===== src/rtl/plab3_mem_pkg.sv =====
// Shared definitions for the plab3 memory write path: FSM state encoding and word width.
package plab3_mem_pkg;

   localparam int WORD_NBITS = 32;

   typedef enum logic [1:0] {
      IDLE   = 2'd0,
      WRITE  = 2'd1,
      BUBBLE = 2'd2
   } wr_arb_state_e;

endpackage


===== src/rtl/plab3_mem_wr_arbiter_if.sv =====
// Bundle of the two requester handshakes and the array write port.
// slave = the arbiter; master = the side driving requests and observing the array port.
interface plab3_mem_wr_arbiter_if
   import plab3_mem_pkg::*;
#(
   parameter int p_off_nbits = 2,
   parameter int p_idx_nbits = 8
);

   logic                                req0_val, req1_val;
   logic                                req0_rdy, req1_rdy;
   logic [p_idx_nbits-1:0]              req0_idx, req1_idx;
   logic [p_off_nbits-1:0]              req0_off, req1_off;
   logic [WORD_NBITS-1:0]               req0_data, req1_data;
   logic                                req0_domain, req1_domain;
   logic                                req0_ack, req1_ack;

   logic                                arr_wen;
   logic [p_idx_nbits-1:0]              arr_idx;
   logic [(1<<(p_off_nbits+2))-1:0]     arr_wben;
   logic [(WORD_NBITS<<p_off_nbits)-1:0] arr_wdata;
   logic                                arr_domain;

   modport slave (
      input  req0_val, req0_idx, req0_off, req0_data, req0_domain,
      input  req1_val, req1_idx, req1_off, req1_data, req1_domain,
      output req0_rdy, req0_ack, req1_rdy, req1_ack,
      output arr_wen, arr_idx, arr_wben, arr_wdata, arr_domain
   );

   modport master (
      output req0_val, req0_idx, req0_off, req0_data, req0_domain,
      output req1_val, req1_idx, req1_off, req1_data, req1_domain,
      input  req0_rdy, req0_ack, req1_rdy, req1_ack,
      input  arr_wen, arr_idx, arr_wben, arr_wdata, arr_domain
   );

endinterface


===== src/rtl/plab3_mem_wben_gen.sv =====
// Word offset to byte enables: the four bytes of the addressed word are enabled.
module plab3_mem_wben_gen #(
   parameter int p_off_nbits = 2
) (
   input  logic [p_off_nbits-1:0]            off,
   output logic [(1<<(p_off_nbits+2))-1:0]   wben
);

   localparam int NBYTES = 1 << (p_off_nbits + 2);

   for (genvar i = 0; i < NBYTES; i++) begin : g_byte
      assign wben[i] = (off == p_off_nbits'(i / 4));
   end

endmodule


===== src/rtl/plab3_mem_wr_arbiter.sv =====
// Two-requester round-robin arbiter feeding a single-word write into a line-wide array port.
// Optional feature: PLAB3_MEM_WR_ARB_DOMAIN_ISOLATE_EN inserts a bubble between cross-domain writes.
module plab3_mem_wr_arbiter
   import plab3_mem_pkg::*;
#(
   parameter int p_off_nbits = 2,
   parameter int p_idx_nbits = 8
) (
   input logic                      clk,
   input logic                      reset,
   plab3_mem_wr_arbiter_if.slave    bus
);

   localparam int NWORDS = 1 << p_off_nbits;
   localparam int NBYTES = 1 << (p_off_nbits + 2);

   wr_arb_state_e              state, state_next;
   logic                       ptr;
   logic [p_idx_nbits-1:0]     idx_q;
   logic [p_off_nbits-1:0]     off_q;
   logic [WORD_NBITS-1:0]      data_q;
   logic                       dom_q;
   logic                       win_q;

   logic                       sel_any, sel_both, sel_id, xfer;
   logic [NBYTES-1:0]          wben_raw;

   // Winner for this cycle; the pointer only breaks ties.
   assign sel_any  = bus.req0_val | bus.req1_val;
   assign sel_both = bus.req0_val & bus.req1_val;
   assign sel_id   = sel_both ? ptr : bus.req1_val;
   assign xfer     = (state == IDLE) && sel_any && !reset;

   always_comb begin
      state_next = state;
      case (state)
         IDLE:   if (xfer) state_next = WRITE;
         WRITE: begin
            state_next = IDLE;
`ifdef PLAB3_MEM_WR_ARB_DOMAIN_ISOLATE_EN
            if (sel_any && ((sel_id ? bus.req1_domain : bus.req0_domain) != dom_q))
               state_next = BUBBLE;
`endif
         end
         BUBBLE: state_next = IDLE;
         default: state_next = IDLE;
      endcase
   end

   always_ff @(posedge clk) begin
      if (reset) begin
         state  <= IDLE;
         ptr    <= 1'b0;
         idx_q  <= '0;
         off_q  <= '0;
         data_q <= '0;
         dom_q  <= 1'b0;
         win_q  <= 1'b0;
      end else begin
         state <= state_next;
         if (xfer) begin
            idx_q  <= sel_id ? bus.req1_idx    : bus.req0_idx;
            off_q  <= sel_id ? bus.req1_off    : bus.req0_off;
            data_q <= sel_id ? bus.req1_data   : bus.req0_data;
            dom_q  <= sel_id ? bus.req1_domain : bus.req0_domain;
            win_q  <= sel_id;
            if (sel_both) ptr <= ~sel_id;
         end
      end
   end

   plab3_mem_wben_gen #(.p_off_nbits(p_off_nbits)) u_wben (
      .off  (off_q),
      .wben (wben_raw)
   );

   // Reset gates the strobes combinationally so a write caught by reset is never acked.
   assign bus.req0_rdy   = (state == IDLE) && !reset && sel_any && !sel_id;
   assign bus.req1_rdy   = (state == IDLE) && !reset && sel_any &&  sel_id;
   assign bus.arr_wen    = (state == WRITE) && !reset;
   assign bus.req0_ack   = bus.arr_wen && !win_q;
   assign bus.req1_ack   = bus.arr_wen &&  win_q;
   assign bus.arr_wben   = bus.arr_wen ? wben_raw : '0;
   assign bus.arr_idx    = idx_q;
   assign bus.arr_domain = dom_q;
   assign bus.arr_wdata  = {NWORDS{data_q}};

endmodule

===== src/flat_wrapper.sv =====
// flat-port wrapper written by rule: the top's interface ports become plain ports
module plab3_mem_wr_arbiter_flat import plab3_mem_pkg::*;
#(
   parameter int p_off_nbits = 2,
   parameter int p_idx_nbits = 8
)
  (clk, reset, bus_req0_val, bus_req0_idx, bus_req0_off, bus_req0_data, bus_req0_domain, bus_req1_val, bus_req1_idx, bus_req1_off, bus_req1_data, bus_req1_domain, bus_req0_rdy, bus_req0_ack, bus_req1_rdy, bus_req1_ack, bus_arr_wen, bus_arr_idx, bus_arr_wben, bus_arr_wdata, bus_arr_domain);
  plab3_mem_wr_arbiter_if #(.p_off_nbits(p_off_nbits), .p_idx_nbits(p_idx_nbits)) bus_i ();
  input logic clk;
  input logic reset;
  input wire logic [$bits(bus_i.req0_val)-1:0] bus_req0_val;
  input wire logic [$bits(bus_i.req0_idx)-1:0] bus_req0_idx;
  input wire logic [$bits(bus_i.req0_off)-1:0] bus_req0_off;
  input wire logic [$bits(bus_i.req0_data)-1:0] bus_req0_data;
  input wire logic [$bits(bus_i.req0_domain)-1:0] bus_req0_domain;
  input wire logic [$bits(bus_i.req1_val)-1:0] bus_req1_val;
  input wire logic [$bits(bus_i.req1_idx)-1:0] bus_req1_idx;
  input wire logic [$bits(bus_i.req1_off)-1:0] bus_req1_off;
  input wire logic [$bits(bus_i.req1_data)-1:0] bus_req1_data;
  input wire logic [$bits(bus_i.req1_domain)-1:0] bus_req1_domain;
  output wire logic [$bits(bus_i.req0_rdy)-1:0] bus_req0_rdy;
  output wire logic [$bits(bus_i.req0_ack)-1:0] bus_req0_ack;
  output wire logic [$bits(bus_i.req1_rdy)-1:0] bus_req1_rdy;
  output wire logic [$bits(bus_i.req1_ack)-1:0] bus_req1_ack;
  output wire logic [$bits(bus_i.arr_wen)-1:0] bus_arr_wen;
  output wire logic [$bits(bus_i.arr_idx)-1:0] bus_arr_idx;
  output wire logic [$bits(bus_i.arr_wben)-1:0] bus_arr_wben;
  output wire logic [$bits(bus_i.arr_wdata)-1:0] bus_arr_wdata;
  output wire logic [$bits(bus_i.arr_domain)-1:0] bus_arr_domain;
  assign bus_i.req0_val = bus_req0_val;
  assign bus_i.req0_idx = bus_req0_idx;
  assign bus_i.req0_off = bus_req0_off;
  assign bus_i.req0_data = bus_req0_data;
  assign bus_i.req0_domain = bus_req0_domain;
  assign bus_i.req1_val = bus_req1_val;
  assign bus_i.req1_idx = bus_req1_idx;
  assign bus_i.req1_off = bus_req1_off;
  assign bus_i.req1_data = bus_req1_data;
  assign bus_i.req1_domain = bus_req1_domain;
  assign bus_req0_rdy = bus_i.req0_rdy;
  assign bus_req0_ack = bus_i.req0_ack;
  assign bus_req1_rdy = bus_i.req1_rdy;
  assign bus_req1_ack = bus_i.req1_ack;
  assign bus_arr_wen = bus_i.arr_wen;
  assign bus_arr_idx = bus_i.arr_idx;
  assign bus_arr_wben = bus_i.arr_wben;
  assign bus_arr_wdata = bus_i.arr_wdata;
  assign bus_arr_domain = bus_i.arr_domain;
  plab3_mem_wr_arbiter #(.p_off_nbits(p_off_nbits), .p_idx_nbits(p_idx_nbits)) u_core (.clk(clk), .reset(reset), .bus(bus_i));
endmodule

===== config.mk =====
export PLATFORM = sky130hd
export DESIGN_NAME = plab3_mem_wr_arbiter_flat
export DESIGN_NICKNAME = d
export VERILOG_FILES = /design/src/rtl/plab3_mem_pkg.sv /design/src/rtl/plab3_mem_wr_arbiter_if.sv /design/src/rtl/plab3_mem_wben_gen.sv /design/src/rtl/plab3_mem_wr_arbiter.sv /design/src/flat_wrapper.sv
export SDC_FILE = /design/constraint.sdc
export NUM_CORES = 1
export LEC_CHECK = 0
export ABC_CLOCK_PERIOD_IN_PS = 2340
export CAP_MARGIN = 20
export CORE_ASPECT_RATIO = 1.1
export CORE_MARGIN = 4
export CORE_UTILIZATION = 25
export DETAILED_ROUTE_END_ITERATION = 10
export PLACE_DENSITY = 0.75
export RECOVER_POWER = 100
export SLEW_MARGIN = 20
export SYNTH_ARGS = -nofsm -noshare
export SYNTH_HDL_FRONTEND = slang
export SYNTH_HIERARCHICAL = 1
export SYNTH_SLANG_ARGS = --single-unit

===== constraint.sdc =====
create_clock -name clk -period 2.34 [get_ports clk]
set_input_delay 0.702 -clock clk [delete_from_list [all_inputs] [get_ports clk]]
set_output_delay 0.702 -clock clk [all_outputs]
set_load 0.05 [all_outputs]

* Yosys cells after proc, flatten, opt, wreduce, memory -nomap -nowiden
Cells that the tools add are included.
** Cells by class
- Eq/ne operators :: 3
- Mux-type cells :: 6
- Bitwise operators :: 4
- Reduce and logical (&&, ||, !) cells :: 16
** Operators with widths (number)
- 32-bit two-way mux :: 1
- 16-bit two-way mux :: 1
- 1-bit logical AND :: 9
- 8-bit two-way mux :: 1
- 2-bit == test (second input constant) :: 2
- 2-bit logical NOT :: 2
- 1-bit logical NOT :: 3
- 2-bit by 1-bit == test with 1-bit output (second input constant) :: 1
- 1-bit two-way mux :: 2
- 2-bit two-way mux :: 1
- 1-bit inverter :: 2
- 2-bit AND reduction :: 1
- 2-bit OR reduction :: 1
- 1-bit AND :: 1
- 1-bit bitwise OR :: 1
** Storage, ports and cells
- Register bits :: 46
- Output and inout port bits :: 158
- Logic and storage cells :: 36

* Logic depth before layout (Yosys ltp)
Gate-level depths: netlist of the first run.
- Depth after elaboration :: 4
- Depth in mapped cells :: 6

* By module
Netlist of the first run, hierarchy kept.
** By module, submodules not included
- plab3_mem_wr_arbiter :: times used 1, cells each 330, area an instance 2808.9 um^2
- plab3_mem_wben_gen :: times used 1, cells each 16, area an instance 116.4 um^2

* Worst setup path before layout of the first run
No wires, ideal clock.
- Path kind :: input to output
- Start point :: input bus_req0_val
- End point :: output bus_req0_rdy
- Arrival :: 2314 ps
- Required time :: 1638 ps
- Slack :: -676 ps
- Stages on the path :: 4
- Path through :: buf_2 > buf_1 > inv_1 > nor3_1
** On the way
- Cells in the longest elaborated chain, start to end :: 4
- Elaborated cells between the ends (all ways) :: 6
- Those cells by class :: mux: 1; bitwise: 2; reduce/logical: 3
** RTL lines
- from (decl) :: line flat_wrapper.sv:11 : input wire logic [$bits(bus_i.req0_val)-1:0] bus_req0_val;
- 1-bit AND :: line plab3_mem_wr_arbiter.sv:30 : assign sel_both = bus.req0_val & bus.req1_val;
- 1-bit two-way mux :: line plab3_mem_wr_arbiter.sv:31 : assign sel_id = sel_both ? ptr : bus.req1_val;
- 1-bit logical NOT :: line plab3_mem_wr_arbiter.sv:78 : assign bus.req0_rdy = (state == IDLE) && !reset && sel_any && !sel_id;
- 1-bit logical AND (*) :: line plab3_mem_wr_arbiter.sv:78
- to (decl) :: line flat_wrapper.sv:21 : output wire logic [$bits(bus_i.req0_rdy)-1:0] bus_req0_rdy;
Every way passes the cells marked *; elsewhere a longest branch is shown, timed or not.

* Worst setup path in the final report of the first run
- Start point :: input reset
- End point :: output bus_req1_rdy
** On the way
- Cells in the longest elaborated chain, start to end :: 4
** RTL lines
- from (decl) :: line flat_wrapper.sv:10 : input logic reset;
- 1-bit logical NOT :: line plab3_mem_wr_arbiter.sv:79 : assign bus.req1_rdy = (state == IDLE) && !reset && sel_any && sel_id;
- 1-bit logical AND (3 in series) :: line plab3_mem_wr_arbiter.sv:79
- to (decl) :: line flat_wrapper.sv:23 : output wire logic [$bits(bus_i.req1_rdy)-1:0] bus_req1_rdy;
No other way between the ends.

==> results of run 1 <==
==> worst paths after layout <==
kind / cells after the start / to / slack [ns]
setup reg to reg: 4 / u_core/data_q[27] / 0.45
hold reg to reg: 1 / u_core/bus.arr_idx[5] / 0.49
setup / recovery: 4 / bus_req1_rdy / 0.04
hold / removal: 1 / u_core/bus.arr_idx[5] / 0.49
==> kinds of logic after synthesis <==
family | count (synthesis) | synth area share
flops | 46 | 0.315
buf+inv | 134 | 0.326
simple gates | 119 | 0.202
xor+xnor | 1 | 0.00299
compound gates | 46 | 0.154
==> repair_timing <==
item                       in CTS  in global routing
pin swaps                       1                  1
hold buffers                    0                  0
buffers inserted                1                  0
cloned                          1                  0
setup endpoints to repair      21                 14
resized for setup              11                 11
==> registers in the layout (all words and copies together), names as in the netlist <==
signal,flops
u_core/bus.arr_domain,1
u_core/bus.arr_idx,8
u_core/data_q,32
u_core/off_q,2
u_core/ptr,1
u_core/state,1
u_core/win_q,1
==> per-stage QoR <==
stage / instance area (sq um) / setup WS [ns] / utilization / TNS [ns] / power, mW
6_report: 4950 / 0.0391 / 0.433 / 0 / 3.23
5_1_grt: 4950 / 0.00199 / 0.433 / 0 / 3.35
4_1_cts: 5100 / -0.0116 / 0.445 / -0.0116 / 3.30
3_5_place_dp: 4930 / -0.333 / 0.431 / -14.48 / 2.60
3_3_place_gp: 4930 / -0.322 / 0.431 / -13.43 / 2.58
2_1_floorplan: 2950 / -0.102 / - / -0.102 / 2.15
==> report_power, final <==
part | leakage [nW] | internal (mW) | switching (mW) | total [mW]
combinational | 1.50 | 0.570 | 1.03 | 1.60
clock | 0.0694 | 0.387 | 0.303 | 0.690
sequential | 0.380 | 0.856 | 0.0864 | 0.942
==> area by class of cell <==
class	count	area (sq um)
Clock buffer	5	125
Clock inverter	2	10.0
Fill cell	1123	6490
Inverter	1	3.75
Multi-Input combinational cell	166	1100
Sequential cell	46	921
Tap cell	150	188
Timing Repair Buffer	259	2600
==> routing by layer <==
layer / global-route usage / vias up / routed length (um)
li1: - / 1358 / -
met1: 0.154 / 1358 / 3890
met2: 0.268 / 116 / 5670
met3: 0.0294 / 8 / 590
met4: 0.0373 / 0 / 129
met5: 0 / - / 0
==> layout by cell type (no fill, tap or decap), types with 2 or more instances in the layout <==
cell type                         count
sky130_fd_sc_hd__nor2b_1              3
sky130_fd_sc_hd__dfxtp_1             46
sky130_fd_sc_hd__buf_2                2
sky130_fd_sc_hd__nor3_1              43
sky130_fd_sc_hd__clkbuf_16            5
sky130_fd_sc_hd__buf_4                8
sky130_fd_sc_hd__and2_4               9
sky130_fd_sc_hd__and2_2               9
sky130_fd_sc_hd__nor2_1               4
sky130_fd_sc_hd__clkbuf_8             4
sky130_fd_sc_hd__clkdlybuf4s50_1    202
sky130_fd_sc_hd__nand2_1             43
sky130_fd_sc_hd__dlygate4sd3_1       14
sky130_fd_sc_hd__dlymetal6s2s_1       2
sky130_fd_sc_hd__buf_12               9
sky130_fd_sc_hd__clkbuf_4             7
sky130_fd_sc_hd__clkbuf_2             3
sky130_fd_sc_hd__clkinv_2             2
sky130_fd_sc_hd__a221o_1             43
sky130_fd_sc_hd__clkbuf_1             6
==> worst max-delay path: cells and delay by family <==
family	cells	cell delay, ns
and+or+nand+nor	2	0.45
buffers and inverters	2	0.44
==> impl_summary.txt, run 1 <==
----------------------------------------------------
[Status]
  Outcome ... finished clean

[Yosys]
  Most used standard cells in the synthesized netlist ... sky130_fd_sc_hd__buf_4, sky130_fd_sc_hd__dfxtp_1, sky130_fd_sc_hd__nor3_1
  Area share of the leading cell type in the synthesized netlist ... 0.315
  Post-synth top area cell ... sky130_fd_sc_hd__dfxtp_1
  Gate count after technology mapping ... 346
  Library cells used by synthesis ... 23
  Cells taking the most area after synthesis ... sky130_fd_sc_hd__dfxtp_1, sky130_fd_sc_hd__buf_4, sky130_fd_sc_hd__a221o_1
  Total number of yosys warnings ... 6
  Sequential share of the synthesized area ... 0.315
  Most numerous cell in the Yosys netlist ... sky130_fd_sc_hd__buf_4
  Asr flop ratio synth ... 0
  Mean cell area of the mapped netlist ... 8.45 sq um
  Synth Net Count ... 436
  Top_reg_cell synth ... sky130_fd_sc_hd__dfxtp_1
  Post-synth EDFFs ... 0
  Number of synthesized register bits ... 46
  Post-synth design cell area ... 0.00293 sq mm

[Power and ir drop]
  Power Density ... 653 mW/mm^2
  Maximum VDD drop ... 0.000291 V
  Leak ... 1.95 nW

[Floorplanning]
  Placeable core area ... 0.0114 sq mm
  Die Outline Area ... 0.0135 sq mm
  Top-Level Pins ... 248
  Initial standard-cell utilization of the core ... 0.256
  Chip Height ... 121 um
  Die outline width ... around 110 um
  Standard-cell row count ... a little over 40

[STA]
  Number of failing setup endpoints in the final timing report ... 0
  Slew HR ... 0.421
  Portion of the clock cycle consumed by the worst path in the final layout ... 0.983
  Tightest Pin Transition ... 0.868 ns
  Max Clk Rate ... ~430 MHz
  Clock skew after layout ... 0.00268 ns
  Total count of max-transition violations in the final report ... 0
  Hold Violations, Final ... 0
  Time the final worst path needs with I/O delays and setup ... 2.30 ns
  Worst hold slack across all endpoints ... 0.485 ns
  RSZ-0062 raised after global routing ... no

[GRT]
  Vias in the first global route ... approximately 2900
  Total congestion overflow ... 0
  Wire length of the first global-routing pass ... 15.5 mm
  Initial antenna violation count ... 0
  Largest net degree at the start of global routing ... 44
  Overall Global Routing Usage ... 0.139

[Route]
  Sum of routed wire length over all layers ... 10.3 mm
  Remaining antenna violation count after routing ... 0
  Detailed Route Iter0 Violations ... 103
  Via/cell ratio ... 4.52
  Detailed-router iteration count before antenna repair ... 4
  DRC violation count after routing ... 0
  Vias post-DR ... ~2800
  Detailed-route wire length per cell ... approximately 16 um

[Min path]
  Worst min path class ... flop to flop
  Source of the worst hold timing path ... u_core/bus.arr_idx[5]

[Critical path]
  Critical path origin ... reset
  Cell chain of the critical path ... clkbuf_2 > or2_4 > nor3b_2 > clkbuf_2
  Data arrival time of the worst path ... 1.60 ns
  Max stage delay cell, worst path ... sky130_fd_sc_hd__clkbuf_2
  Worst setup path category ... primary input to output port
  Most Frequent Cell on Critical Path ... sky130_fd_sc_hd__clkbuf_2
  Crit path max fanout ... 5
  Max stage delay on crit path ... between 0.3 and 0.4 ns
  Element type at the critical path start ... primary input
  Endpoint class of the critical path ... output port
  FF-to-FF Start ... u_core/state[0]
  Data required time of the worst path ... 1.64 ns

[Clock network]
  Source-to-sink clock delay at the later pin of the worst-skew pair ... 0.28 ns
  CTS HTree Levels ... 2
  Clock sinks ... 46
  Root buffer cell ... sky130_fd_sc_hd__clkbuf_16
  Worst-case clock buffer depth ... 2
  TritonCTS Buffers ... 5
  Clk slew on worst S/H paths ... 0.06 ns
  TritonCTS clock tree ... yes

[Cells and area]
  Diode insertion count for antenna repair ... 0
  Share of post-route cells with drive strength above 1 ... 0.136
  Number of nets in the final layout ... 569
  Cell Count, Final, Fillers Out ... 629
  Area grow syn2layout ... 69.2%

[Placement]
  Total of buffers placed on input and output ports ... 247
  HPWL reported at the end of detailed placement ... just under 8 mm
  Number of placed instances with taps included ... 620
  Final GP Congestion ... 0.796

[Job]
  MaxCap Viol Count ... 0

----------------------------------------------------
(Power assumes the default switching activity.)
==> inputs of run 2 (changes only) <==
--- a/config.mk
+++ b/config.mk
@@ -5,14 +5,15 @@
 export SDC_FILE = /design/constraint.sdc
 export NUM_CORES = 1
 export LEC_CHECK = 0
-export ABC_CLOCK_PERIOD_IN_PS = 2340
+export ABC_CLOCK_PERIOD_IN_PS = 2000
 export CAP_MARGIN = 20
 export CORE_ASPECT_RATIO = 1.1
 export CORE_MARGIN = 4
 export CORE_UTILIZATION = 25
 export DETAILED_ROUTE_END_ITERATION = 10
-export PLACE_DENSITY = 0.75
+export PLACE_DENSITY = 0.78
 export RECOVER_POWER = 100
+export SETUP_SLACK_MARGIN = 0.15
 export SLEW_MARGIN = 20
 export SYNTH_ARGS = -nofsm -noshare
 export SYNTH_HDL_FRONTEND = slang
==> constraint.sdc (replaced) <==
create_clock -name clk -period 2 [get_ports clk]
set_input_delay 0.6 -clock clk [delete_from_list [all_inputs] [get_ports clk]]
set_output_delay 0.6 -clock clk [all_outputs]
set_load 0.05 [all_outputs]
==> impl_summary.txt, run 2 (synthesized netlist as in run 1, its figures left out) <==
----------------------------------------------------
[Status]
  Outcome ... complete, but fails checks (was finished clean)
  Violated checks ... setup timing

[GRT]
  Initial antenna violation count ... 0 (unchanged)
  Wire length of the first global-routing pass ... 15.5 mm (about the same)
  Vias in the first global route ... 2874 (was 2866)
  Largest net degree at the start of global routing ... 45 (was 44)
  Total congestion overflow ... 0 (unchanged)
  Overall Global Routing Usage ... 0.138 (was 0.139)

[Clock network]
  Clock sinks ... 46 (unchanged)
  Cts-stage hold buffer count ... 0 (unchanged)
  TritonCTS Buffers ... 5 (unchanged)
  Clk slew on worst S/H paths ... 0.06 ns (about the same)
  Worst-case clock buffer depth ... 2 (unchanged)
  Root buffer cell ... sky130_fd_sc_hd__clkbuf_16 (unchanged)
  Source-to-sink clock delay at the later pin of the worst-skew pair ... 0.28 ns (about the same)
  TritonCTS clock tree ... yes (unchanged)
  CTS HTree Levels ... 2 (unchanged)

[Power and ir drop]
  Power Density ... 799 mW/mm^2 (was 653 mW/mm^2)
  Maximum VDD drop ... 0.000328 V (was 0.000291 V)
  Power, Total ... 3.58 mW (was 3.23 mW)
  Leak ... 1.77 nW (was 1.95 nW)

[Floorplanning]
  Die outline width ... 111 um (unchanged)
  Placeable core area ... 0.0114 sq mm (unchanged)
  Top-Level Pins ... 248 (unchanged)
  Die Outline Area ... 0.0135 sq mm (unchanged)
  Initial standard-cell utilization of the core ... 0.256 (unchanged)
  Standard-cell row count ... 41 (unchanged)
  Chip Height ... 121 um (unchanged)

[STA]
  Total count of max-transition violations in the final report ... 0 (unchanged)
  Slew HR ... 0.343 (was 0.421)
  Number of failing setup endpoints in the final timing report ... 18 (was 0)
  Hold Violations, Final ... 0 (unchanged)
  Portion of the clock cycle consumed by the worst path in the final layout ... 1.07
  Time the final worst path needs with I/O delays and setup ... 2.13 ns
  Clock skew after layout ... 0.00656 ns (was 0.00268 ns)
  Post-route worst setup slack ... -0.134 ns (was 0.0391 ns)
  RSZ-0062 raised after global routing ... yes (was no)
  Max Clk Rate ... 469 MHz
  Tightest Pin Transition ... 0.986 ns (was 0.868 ns)

[Job]
  MaxCap Viol Count ... 0 (unchanged)

[Placement]
  Pre-CTS WS ... -0.431 ns (was -0.333 ns)
  Total of buffers placed on input and output ports ... 247 (unchanged)
  Standard cell area after detailed placement ... 0.00467 sq mm (was 0.00493 sq mm)
  Final GP Congestion ... 0.733 (was 0.796)
  HPWL reported at the end of detailed placement ... 7.61 mm (was 7.77 mm)

[Cells and area]
  Final Instance Area ... 0.00448 sq mm (was 0.00495 sq mm)
  Number of nets in the final layout ... 578 (was 569)
  Diode insertion count for antenna repair ... 0 (unchanged)
  Commonest non-fill, non-tap cell in the layout ... sky130_fd_sc_hd__clkbuf_1 (was sky130_fd_sc_hd__clkdlybuf4s50_1)
  Most frequent cells in the layout ... sky130_fd_sc_hd__clkbuf_1, sky130_fd_sc_hd__clkdlybuf4s50_1, sky130_fd_sc_hd__dfxtp_1 (was sky130_fd_sc_hd__clkdlybuf4s50_1, sky130_fd_sc_hd__dfxtp_1, sky130_fd_sc_hd__nand2_1, sky130_fd_sc_hd__nor3_1, sky130_fd_sc_hd__a221o_1)
  Area grow syn2layout ... 53.0% (was 69.2%)
  Register ranked first by flip-flop count ... u_core/data_q (unchanged)
  Number of flip-flops in the largest register ... 32 (unchanged)
  Share of post-route cells with drive strength above 1 ... 0.203 (was 0.136)

[Route]
  Remaining antenna violation count after routing ... 0 (unchanged)
  DRC violation count after routing ... 0 (unchanged)
  Via/cell ratio ... 4.53 (was 4.52)
  Sum of routed wire length over all layers ... 10.2 mm (was 10.3 mm)
  Detailed Route Iter0 Violations ... 110 (was 103)
  Detailed-router iteration count before antenna repair ... 4 (unchanged)
  Detailed-route wire length per cell ... 16.0 um (was 16.3 um)
  Vias post-DR ... 2893 (was 2840)

[Critical path]
  Element type at the critical path start ... primary input (unchanged)
  Endpoint class of the critical path ... output port (unchanged)
  Crit path max fanout ... 4 (was 5)
  Data arrival time of the worst path ... 1.53 ns (was 1.60 ns)
  Worst setup path category ... primary input to output port (unchanged)
  Data required time of the worst path ... 1.40 ns (was 1.64 ns)

[Min path]
  Worst min path class ... flop to flop (unchanged)

----------------------------------------------------
-- run 2: worst paths after layout --
check	slack (ns)	startpoint	end	cells past startpoint
worst max-delay path	-0.13	reset	bus_arr_wben[12]	8
worst min-delay path	0.49	u_core/bus.arr_idx[0]	u_core/bus.arr_idx[0]	1
worst max register to register	0.07	u_core/state[0]	u_core/bus.arr_idx[4]	4
worst min register to register	0.49	u_core/bus.arr_idx[0]	u_core/bus.arr_idx[0]	1
-- run 2: repair_timing --
item | in CTS | in global routing
buffers inserted | 6 | 0
pin swaps | 10 | 2
setup endpoints to repair | 64 | 21
gates cloned | 2 | 0
resized for setup | 26 | 2
-- run 2: per-layer routing --
layer	routed length, um	vias up	global-route usage
met4	98	0	0.0327
met3	603	7	0.0269
li1	-	1372	-
met5	0	-	0
met2	5650	118	0.264
met1	3860	1396	0.159
-- run 2: cell type report --
| type | instances | area (sq um) |
|---|---|---|
| repair buffers | 268 | 2110 |
| fillers | 1262 | 6960 |
| well taps | 150 | 188 |
| multi-input cells | 166 | 1120 |
| clock buffers | 7 | 133 |
| flip-flops and latches | 46 | 921 |
| inverters | 1 | 3.75 |
-- run 2: power breakdown --
part           leakage, nW  switching, mW  internal, mW
clock network       0.0640          0.342         0.458
logic                 1.33           1.22         0.456
registers            0.380          0.100          1.00
total                 1.77           1.66          1.92
-- run 2: worst max-delay path: stages --
cell	delay (ns)
sky130_fd_sc_hd__buf_8	0.10
sky130_fd_sc_hd__buf_6	0.11
sky130_fd_sc_hd__nor2b_4	0.12
sky130_fd_sc_hd__buf_6	0.13
sky130_fd_sc_hd__buf_12	0.10
sky130_fd_sc_hd__buf_16	0.09
sky130_fd_sc_hd__and2_4	0.15
sky130_fd_sc_hd__buf_12	0.13
-- run 2: through the flow --
stage | utilization | hold slack [ns] | std cells | setup TNS [ns]
3_3_place_gp | 0.408 | 0.475 | 623 | -25.19
3_5_place_dp | 0.408 | 0.474 | 623 | -25.33
6_report | 0.391 | 0.494 | 638 | -2.21
2_1_floorplan | - | 0.467 | 346 | -0.300
4_1_cts | 0.434 | 0.498 | 638 | -1.90
5_1_grt | 0.391 | 0.505 | 638 | -3.17
